`config.mk`:
```
export PLATFORM = sky130hd
export DESIGN_NAME = bram_port_client_flat
export DESIGN_NICKNAME = d
export VERILOG_FILES = /design/src/rtl/bram_port_client_if.sv /design/src/rtl/bram_port_client.sv /design/src/flat_wrapper.sv
export SDC_FILE = /design/constraint.sdc
export NUM_CORES = 1
export LEC_CHECK = 0
export ABC_AREA = 1
export CORE_MARGIN = 8
export CORE_UTILIZATION = 45
export CTS_CLUSTER_SIZE = 30
export DETAILED_ROUTE_END_ITERATION = 12
export GPL_TIMING_DRIVEN = 0
export PLACE_DENSITY = 0.72
export SYNTH_ARGS = -nofsm -noshare
export SYNTH_HDL_FRONTEND = slang
export SYNTH_SLANG_ARGS = --single-unit
```
`constraint.sdc`:
```
create_clock -name clk -period 7.3 [get_ports clk]
set_input_delay 1.095 -clock clk [delete_from_list [all_inputs] [get_ports clk]]
set_output_delay 1.095 -clock clk [all_outputs]
set_load 0.05 [all_outputs]
```
`src/rtl/bram_port_client_if.sv`:
```
// rtl/bram_port_client_if.sv - request/response channels and RAM port strobes of bram_port_client
interface bram_port_client_if #(
  parameter int AW = 10,
  parameter int DW = 16
);
  logic          req_valid;
  logic          req_ready;
  logic          req_we;
  logic [AW-1:0] req_addr;
  logic [DW-1:0] req_wdata;
  logic          rsp_valid;
  logic          rsp_ready;
  logic [DW-1:0] rsp_rdata;
  logic [AW-1:0] rsp_addr;
  logic          ram_en;
  logic          ram_we;
  logic [AW-1:0] ram_addr;
  logic [DW-1:0] ram_di;
  logic [DW-1:0] ram_do;

  // Environment side: request producer, response consumer and the RAM itself.
  modport master (
    output req_valid, req_we, req_addr, req_wdata, rsp_ready, ram_do,
    input  req_ready, rsp_valid, rsp_rdata, rsp_addr, ram_en, ram_we, ram_addr, ram_di
  );

  modport slave (
    input  req_valid, req_we, req_addr, req_wdata, rsp_ready, ram_do,
    output req_ready, rsp_valid, rsp_rdata, rsp_addr, ram_en, ram_we, ram_addr, ram_di
  );
endinterface

```
`src/rtl/bram_port_client.sv`:
```
// rtl/bram_port_client.sv - one-port client of a read-first BRAM with response FIFO and clear sweep
module bram_port_client #(
  parameter int            AW         = 10,
  parameter int            DW         = 16,
  parameter logic [DW-1:0] CLR_VAL    = '0,
  parameter bit            INIT_CLEAR = 1'b1
) (
  input  logic              clk,
  input  logic              rst_n,
  bram_port_client_if.slave bus,
  input  logic              clr_start,
  output logic              clr_busy,
  output logic              clr_done
);
  typedef enum logic {ST_SERVE, ST_CLEAR} state_t;

  localparam state_t        RESET_STATE = INIT_CLEAR ? ST_CLEAR : ST_SERVE;
  localparam logic [AW-1:0] LAST_ADDR   = {AW{1'b1}};

  state_t        state_q, state_d;
  logic [AW-1:0] clr_addr_q;
  logic          clr_done_q;
  logic          pend_q;
  logic [AW-1:0] tag_q;
  logic [1:0]    occ_q, occ_d;
  logic [1:0]    wr_idx;
  logic [DW-1:0] dat_q [3];
  logic [DW-1:0] dat_d [3];
  logic [AW-1:0] adr_q [3];
  logic [AW-1:0] adr_d [3];
  logic          accept;
  logic          credit_ok;
  logic          push;
  logic          pop;

  // Credits count both stored entries and the read whose data lands next cycle,
  // so req_ready never depends on rsp_ready.
  assign credit_ok = ({1'b0, occ_q} + {2'b00, pend_q}) < 3'd3;
  assign push      = pend_q;
  assign pop       = (occ_q != 2'd0) && bus.rsp_ready;

  assign bus.rsp_valid = (occ_q != 2'd0);
  assign bus.rsp_rdata = dat_q[0];
  assign bus.rsp_addr  = adr_q[0];
  assign clr_done      = clr_done_q;

  always_comb begin
    state_d       = state_q;
    bus.req_ready = 1'b0;
    bus.ram_en    = 1'b0;
    bus.ram_we    = 1'b0;
    bus.ram_addr  = bus.req_addr;
    bus.ram_di    = bus.req_wdata;
    clr_busy      = 1'b0;
    accept        = 1'b0;
    case (state_q)
      ST_SERVE: begin
        if (clr_start) begin
          state_d = ST_CLEAR;
        end else begin
          bus.req_ready = credit_ok;
          accept        = bus.req_valid && credit_ok;
          bus.ram_en    = accept;
          bus.ram_we    = accept && bus.req_we;
        end
      end
      ST_CLEAR: begin
        clr_busy     = 1'b1;
        bus.ram_en   = 1'b1;
        bus.ram_we   = 1'b1;
        bus.ram_addr = clr_addr_q;
        bus.ram_di   = CLR_VAL;
        if (clr_addr_q == LAST_ADDR) begin
          state_d = ST_SERVE;
        end
      end
    endcase
    // Keep the RAM port quiet for the whole time reset is held.
    if (!rst_n) begin
      bus.req_ready = 1'b0;
      bus.ram_en    = 1'b0;
      bus.ram_we    = 1'b0;
      accept        = 1'b0;
    end
  end

  always_ff @(posedge clk or negedge rst_n) begin
    if (!rst_n) begin
      state_q    <= RESET_STATE;
      clr_addr_q <= '0;
      clr_done_q <= 1'b0;
      pend_q     <= 1'b0;
      tag_q      <= '0;
      occ_q      <= 2'd0;
    end else begin
      state_q    <= state_d;
      clr_done_q <= (state_q == ST_CLEAR) && (state_d == ST_SERVE);
      clr_addr_q <= (state_q == ST_CLEAR) ? clr_addr_q + 1'b1 : '0;
      pend_q     <= accept && !bus.req_we;
      if (accept && !bus.req_we) begin
        tag_q <= bus.req_addr;
      end
      occ_q <= occ_d;
    end
  end

  // Shift FIFO: entry 0 is always the head, so the response outputs come straight from flops.
  always_comb begin
    for (int i = 0; i < 3; i++) begin
      dat_d[i] = dat_q[i];
      adr_d[i] = adr_q[i];
    end
    wr_idx = occ_q;
    if (pop) begin
      dat_d[0] = dat_q[1];
      dat_d[1] = dat_q[2];
      adr_d[0] = adr_q[1];
      adr_d[1] = adr_q[2];
      wr_idx   = occ_q - 2'd1;
    end
    if (push && (wr_idx != 2'd3)) begin
      dat_d[wr_idx] = bus.ram_do;
      adr_d[wr_idx] = tag_q;
    end
    occ_d = occ_q + {1'b0, push} - {1'b0, pop};
  end

  always_ff @(posedge clk) begin
    for (int i = 0; i < 3; i++) begin
      dat_q[i] <= dat_d[i];
      adr_q[i] <= adr_d[i];
    end
  end
endmodule
```
`src/flat_wrapper.sv`:
```
// flat-port wrapper written by rule: the top's interface ports become plain ports
module bram_port_client_flat 
#(
  parameter int            AW         = 10,
  parameter int            DW         = 16,
  parameter logic [DW-1:0] CLR_VAL    = '0,
  parameter bit            INIT_CLEAR = 1'b1
)
  (clk, rst_n, clr_start, clr_busy, clr_done, bus_req_valid, bus_req_we, bus_req_addr, bus_req_wdata, bus_rsp_ready, bus_ram_do, bus_req_ready, bus_rsp_valid, bus_rsp_rdata, bus_rsp_addr, bus_ram_en, bus_ram_we, bus_ram_addr, bus_ram_di);
  bram_port_client_if #(.AW(AW), .DW(DW)) bus_i ();
  input  logic clk;
  input  logic rst_n;
  input  logic clr_start;
  output logic clr_busy;
  output logic clr_done;
  input wire logic [$bits(bus_i.req_valid)-1:0] bus_req_valid;
  input wire logic [$bits(bus_i.req_we)-1:0] bus_req_we;
  input wire logic [$bits(bus_i.req_addr)-1:0] bus_req_addr;
  input wire logic [$bits(bus_i.req_wdata)-1:0] bus_req_wdata;
  input wire logic [$bits(bus_i.rsp_ready)-1:0] bus_rsp_ready;
  input wire logic [$bits(bus_i.ram_do)-1:0] bus_ram_do;
  output wire logic [$bits(bus_i.req_ready)-1:0] bus_req_ready;
  output wire logic [$bits(bus_i.rsp_valid)-1:0] bus_rsp_valid;
  output wire logic [$bits(bus_i.rsp_rdata)-1:0] bus_rsp_rdata;
  output wire logic [$bits(bus_i.rsp_addr)-1:0] bus_rsp_addr;
  output wire logic [$bits(bus_i.ram_en)-1:0] bus_ram_en;
  output wire logic [$bits(bus_i.ram_we)-1:0] bus_ram_we;
  output wire logic [$bits(bus_i.ram_addr)-1:0] bus_ram_addr;
  output wire logic [$bits(bus_i.ram_di)-1:0] bus_ram_di;
  assign bus_i.req_valid = bus_req_valid;
  assign bus_i.req_we = bus_req_we;
  assign bus_i.req_addr = bus_req_addr;
  assign bus_i.req_wdata = bus_req_wdata;
  assign bus_i.rsp_ready = bus_rsp_ready;
  assign bus_i.ram_do = bus_ram_do;
  assign bus_req_ready = bus_i.req_ready;
  assign bus_rsp_valid = bus_i.rsp_valid;
  assign bus_rsp_rdata = bus_i.rsp_rdata;
  assign bus_rsp_addr = bus_i.rsp_addr;
  assign bus_ram_en = bus_i.ram_en;
  assign bus_ram_we = bus_i.ram_we;
  assign bus_ram_addr = bus_i.ram_addr;
  assign bus_ram_di = bus_i.ram_di;
  bram_port_client #(.AW(AW), .DW(DW), .CLR_VAL(CLR_VAL), .INIT_CLEAR(INIT_CLEAR)) u_core (.clk(clk), .rst_n(rst_n), .bus(bus_i), .clr_start(clr_start), .clr_busy(clr_busy), .clr_done(clr_done));
endmodule
```
==> impl_metrics.csv <==
group,metric,value,unit
timing,tns,0,ps
global_route,antenna_found_initial,0,
placement,numPortBuffers,105,
pwr,max-vdd-ir-drop,0.2239,mV
floorplan,dieArea,0.01466,sq mm
placement,dp_hpwl,9.434,mm
routing,initialDrtViolationCount,318,
global_route,grt.total_usage,17.77,%
clock_network,cts_max_path_buffers,2,
clock_network,cts_buffers,9,
timing,rsz0062_at_grt,"false",
routing,wl_met2,6.135,mm
timing,slew_violations,0,
clock_network,cts-root-buf,"clkbuf_8",
global_route,grt_pass1_vias,4475,
global_route,gr-total-overflow,0,
clock_network,cts_hold_buf,0,
finish,fin_nets,824,
clock_network,path_clk_slew,90,ps
timing,fin_skew,10.22,ps
synthesis,avgSynthCellArea,7.619,sq um
worst_hold_path,hp-start,"u_core.clr_addr_q[0]$_DFF_PN0_",
clock_network,clk_latency,370,ps
routing,met3WireLength,1.020,mm
routing,drt_wl_total,13.01,mm
placement,placed_cells,899,
finish,drive_above_1_share,10.19,%
placement,dp_slack,2515,ps
routing,antenna_left,0,
pwr,power.density,385.8,mW/mm^2
routing,num_vias,4534,
floorplan,pin_count,106,
clock_network,cts_setup_buffers,0,
routing,drc,0,
floorplan,die_x,121.1,microns
timing,maxSlewHeadroom,23.99,%
timing,tightest_slew,1137,ps
critical_path,crit_fanout,26,
worst_hold_path,hp-class,"reg2reg",
synthesis,seq_area_frac_synth,49.29,%
routing,m1WireLength,5.703,mm
finish,layout.cells.non_filler,915,
critical_path,crit_arrival,3640,ps
placement,post_dp_cell_area,0.006225,sq mm
pwr,finalPower,2.487,mW
timing,fin_crit_sh,64.93,%
critical_path,required,6200,ps
routing,drt-pass1-iter-count,5,
timing,fmax,211.0,MHz
critical_path,cp-end-kind,"primary output",
synthesis,synth_fp_nets,706,
floorplan,die_h,121.1,microns
synthesis,yosys_warnings,0,
clock_network,cts_sinks,103,
routing,wire_per_inst,14.22,microns
clock_network,post_cts_resized,0,
synthesis,synth_cells,652,
critical_path,path_class,"in2out",
timing,hold_viol,0,
finish,fill_cells,986,
run,maxCapViolCount,0,
global_route,grt_max_degree,27,
floorplan,start_util,46.02,%
clock_network,cts_tree,"built",
routing,viasPerCell,4.955,
floorplan,core-area,0.01079,sq mm
floorplan,num_rows,38,
critical_path,critPathLaunch,"rst_n",
timing,setup_viol,0,
critical_path,regToRegSetupSlack,4500,ps
critical_path,cp-start-kind,"input port",
synthesis,netlist_area,0.004967,sq mm
clock_network,h-tree-depth,3,
finish,syn2layout_area_growth,29.80,%
critical_path,timing.rr.start,"u_core.occ_q[0]$_DFF_PN0_",
timing,post-route-min-period,4740,ps
placement,gp_congestion,0.8305,
pwr,leakagePower,3.157,nW
finish,num_antenna_cells,0,
timing,setup_slack,2560,ps
global_route,grt_pass1_wl,21.22,mm
routing,routed.top_layer,"met4",
synthesis,synth_seq_cells,103,
synthesis,ys_types,24,
outcome,outcome,"completed",
finish,post-route-cell-area,0.006447,sq mm
synthesized netlist by cell type:
master    instances  area [sq um]
a21oi_1           7         35.03
buf_1             1         3.750
buf_2            19         95.09
buf_4            26         195.2
buf_6             5         56.30
clkbuf_1         12         45.04
dfrtp_1          24         600.6
dfstp_2           1         26.28
dfxtp_1          52          1041
edfxtp_1         26         780.8
ha_1              6         75.07
inv_1            35         131.4
inv_2             2         7.510
nand2_1         308          1156
nand2_2           4         25.02
nand2_4           2         22.52
nand3_1          18         90.09
nand3_4           2         35.03
nand4_1          52         325.3
nor2_1           33         123.9
nor3_1            5         25.02
o21ai_0           9         45.04
xnor2_1           2         17.52
xor2_1            1         8.760
critical path, stage by stage:
cell	delay, ps
clkdlybuf4s50_1	1220
inv_1	230
nor3_1	240
clkdlybuf4s50_1	840
final cells by class:
| cell class | count | area, sq um | area share, % |
|---|---|---|---|
| plain buffers | 63 | 395.4 | 6.132 |
| clock buffers | 11 | 141.4 | 2.193 |
| clock inverters | 5 | 81.33 | 1.261 |
| well taps | 140 | 175.2 | 2.717 |
| repair buffers | 107 | 1077 | 16.71 |
| inverters | 37 | 138.9 | 2.154 |
| flip-flops and latches | 103 | 2449 | 37.98 |
| multi-input cells | 449 | 1989 | 30.86 |
per-stage QoR:
stage | utilization, % | hold WS (ps)
after global placement | 57.38 | 470.1
final | 59.74 | 486.6
after floorplan | - | 446.1
after detailed placement | 57.67 | 474.4
after CTS | 59.74 | 486.7
after global routing | 59.74 | 530.7
cells in the final DEF, fill, tap and decap left out, types with 19 or more instances in the layout:
cell type	count
buf_4	26
clkdlybuf4s50_1	105
nand2_1	308
edfxtp_1	26
dfxtp_1	52
dfrtp_1	24
nand4_1	52
nor2_1	33
inv_1	35
buf_2	19
logic make-up (layout without fill, tap and decap cells):
| family | count (synthesis) | in the layout | share of synthesized area (%) |
|---|---|---|---|
| buf+inv | 100 | 223 | 10.76 |
| flops | 103 | 103 | 49.29 |
| fa+ha+maj | 6 | 6 | 1.511 |
| compound gates | 16 | 16 | 1.612 |
| xor+xnor | 3 | 3 | 0.5291 |
| simple gates | 424 | 424 | 36.30 |
path summary, 6_finish.rpt:
| kind | to | depth (start not counted) |
|---|---|---|
| hold reg to reg | u_core.clr_addr_q[0]$_DFF_PN0_ | 1 |
| setup / recovery | bus_req_ready | 4 |
| max in group asynchronous | u_core.tag_q[9]$_DFFE_PN0P_ | 1 |
| setup reg to reg | register | 11 |
| min in group asynchronous | u_core.clr_addr_q[4]$_DFF_PN0_ | 1 |
| hold / removal | u_core.clr_addr_q[0]$_DFF_PN0_ | 1 |
per-layer routing:
metal / GRT usage [%] / vias up
li1: - / 2290
met1: 22.32 / 2069
met2: 28.88 / 158
met3: 4.653 / 17
met4: 6.245 / 0
met5: 0 / -
where the power goes:
part           switching, mW  internal, mW  total, mW
clock network          0.191         0.203      0.394
registers             0.0933         0.745      0.838
logic                  0.813         0.442       1.25
Note: power is estimated with default switching activity, not from simulation.
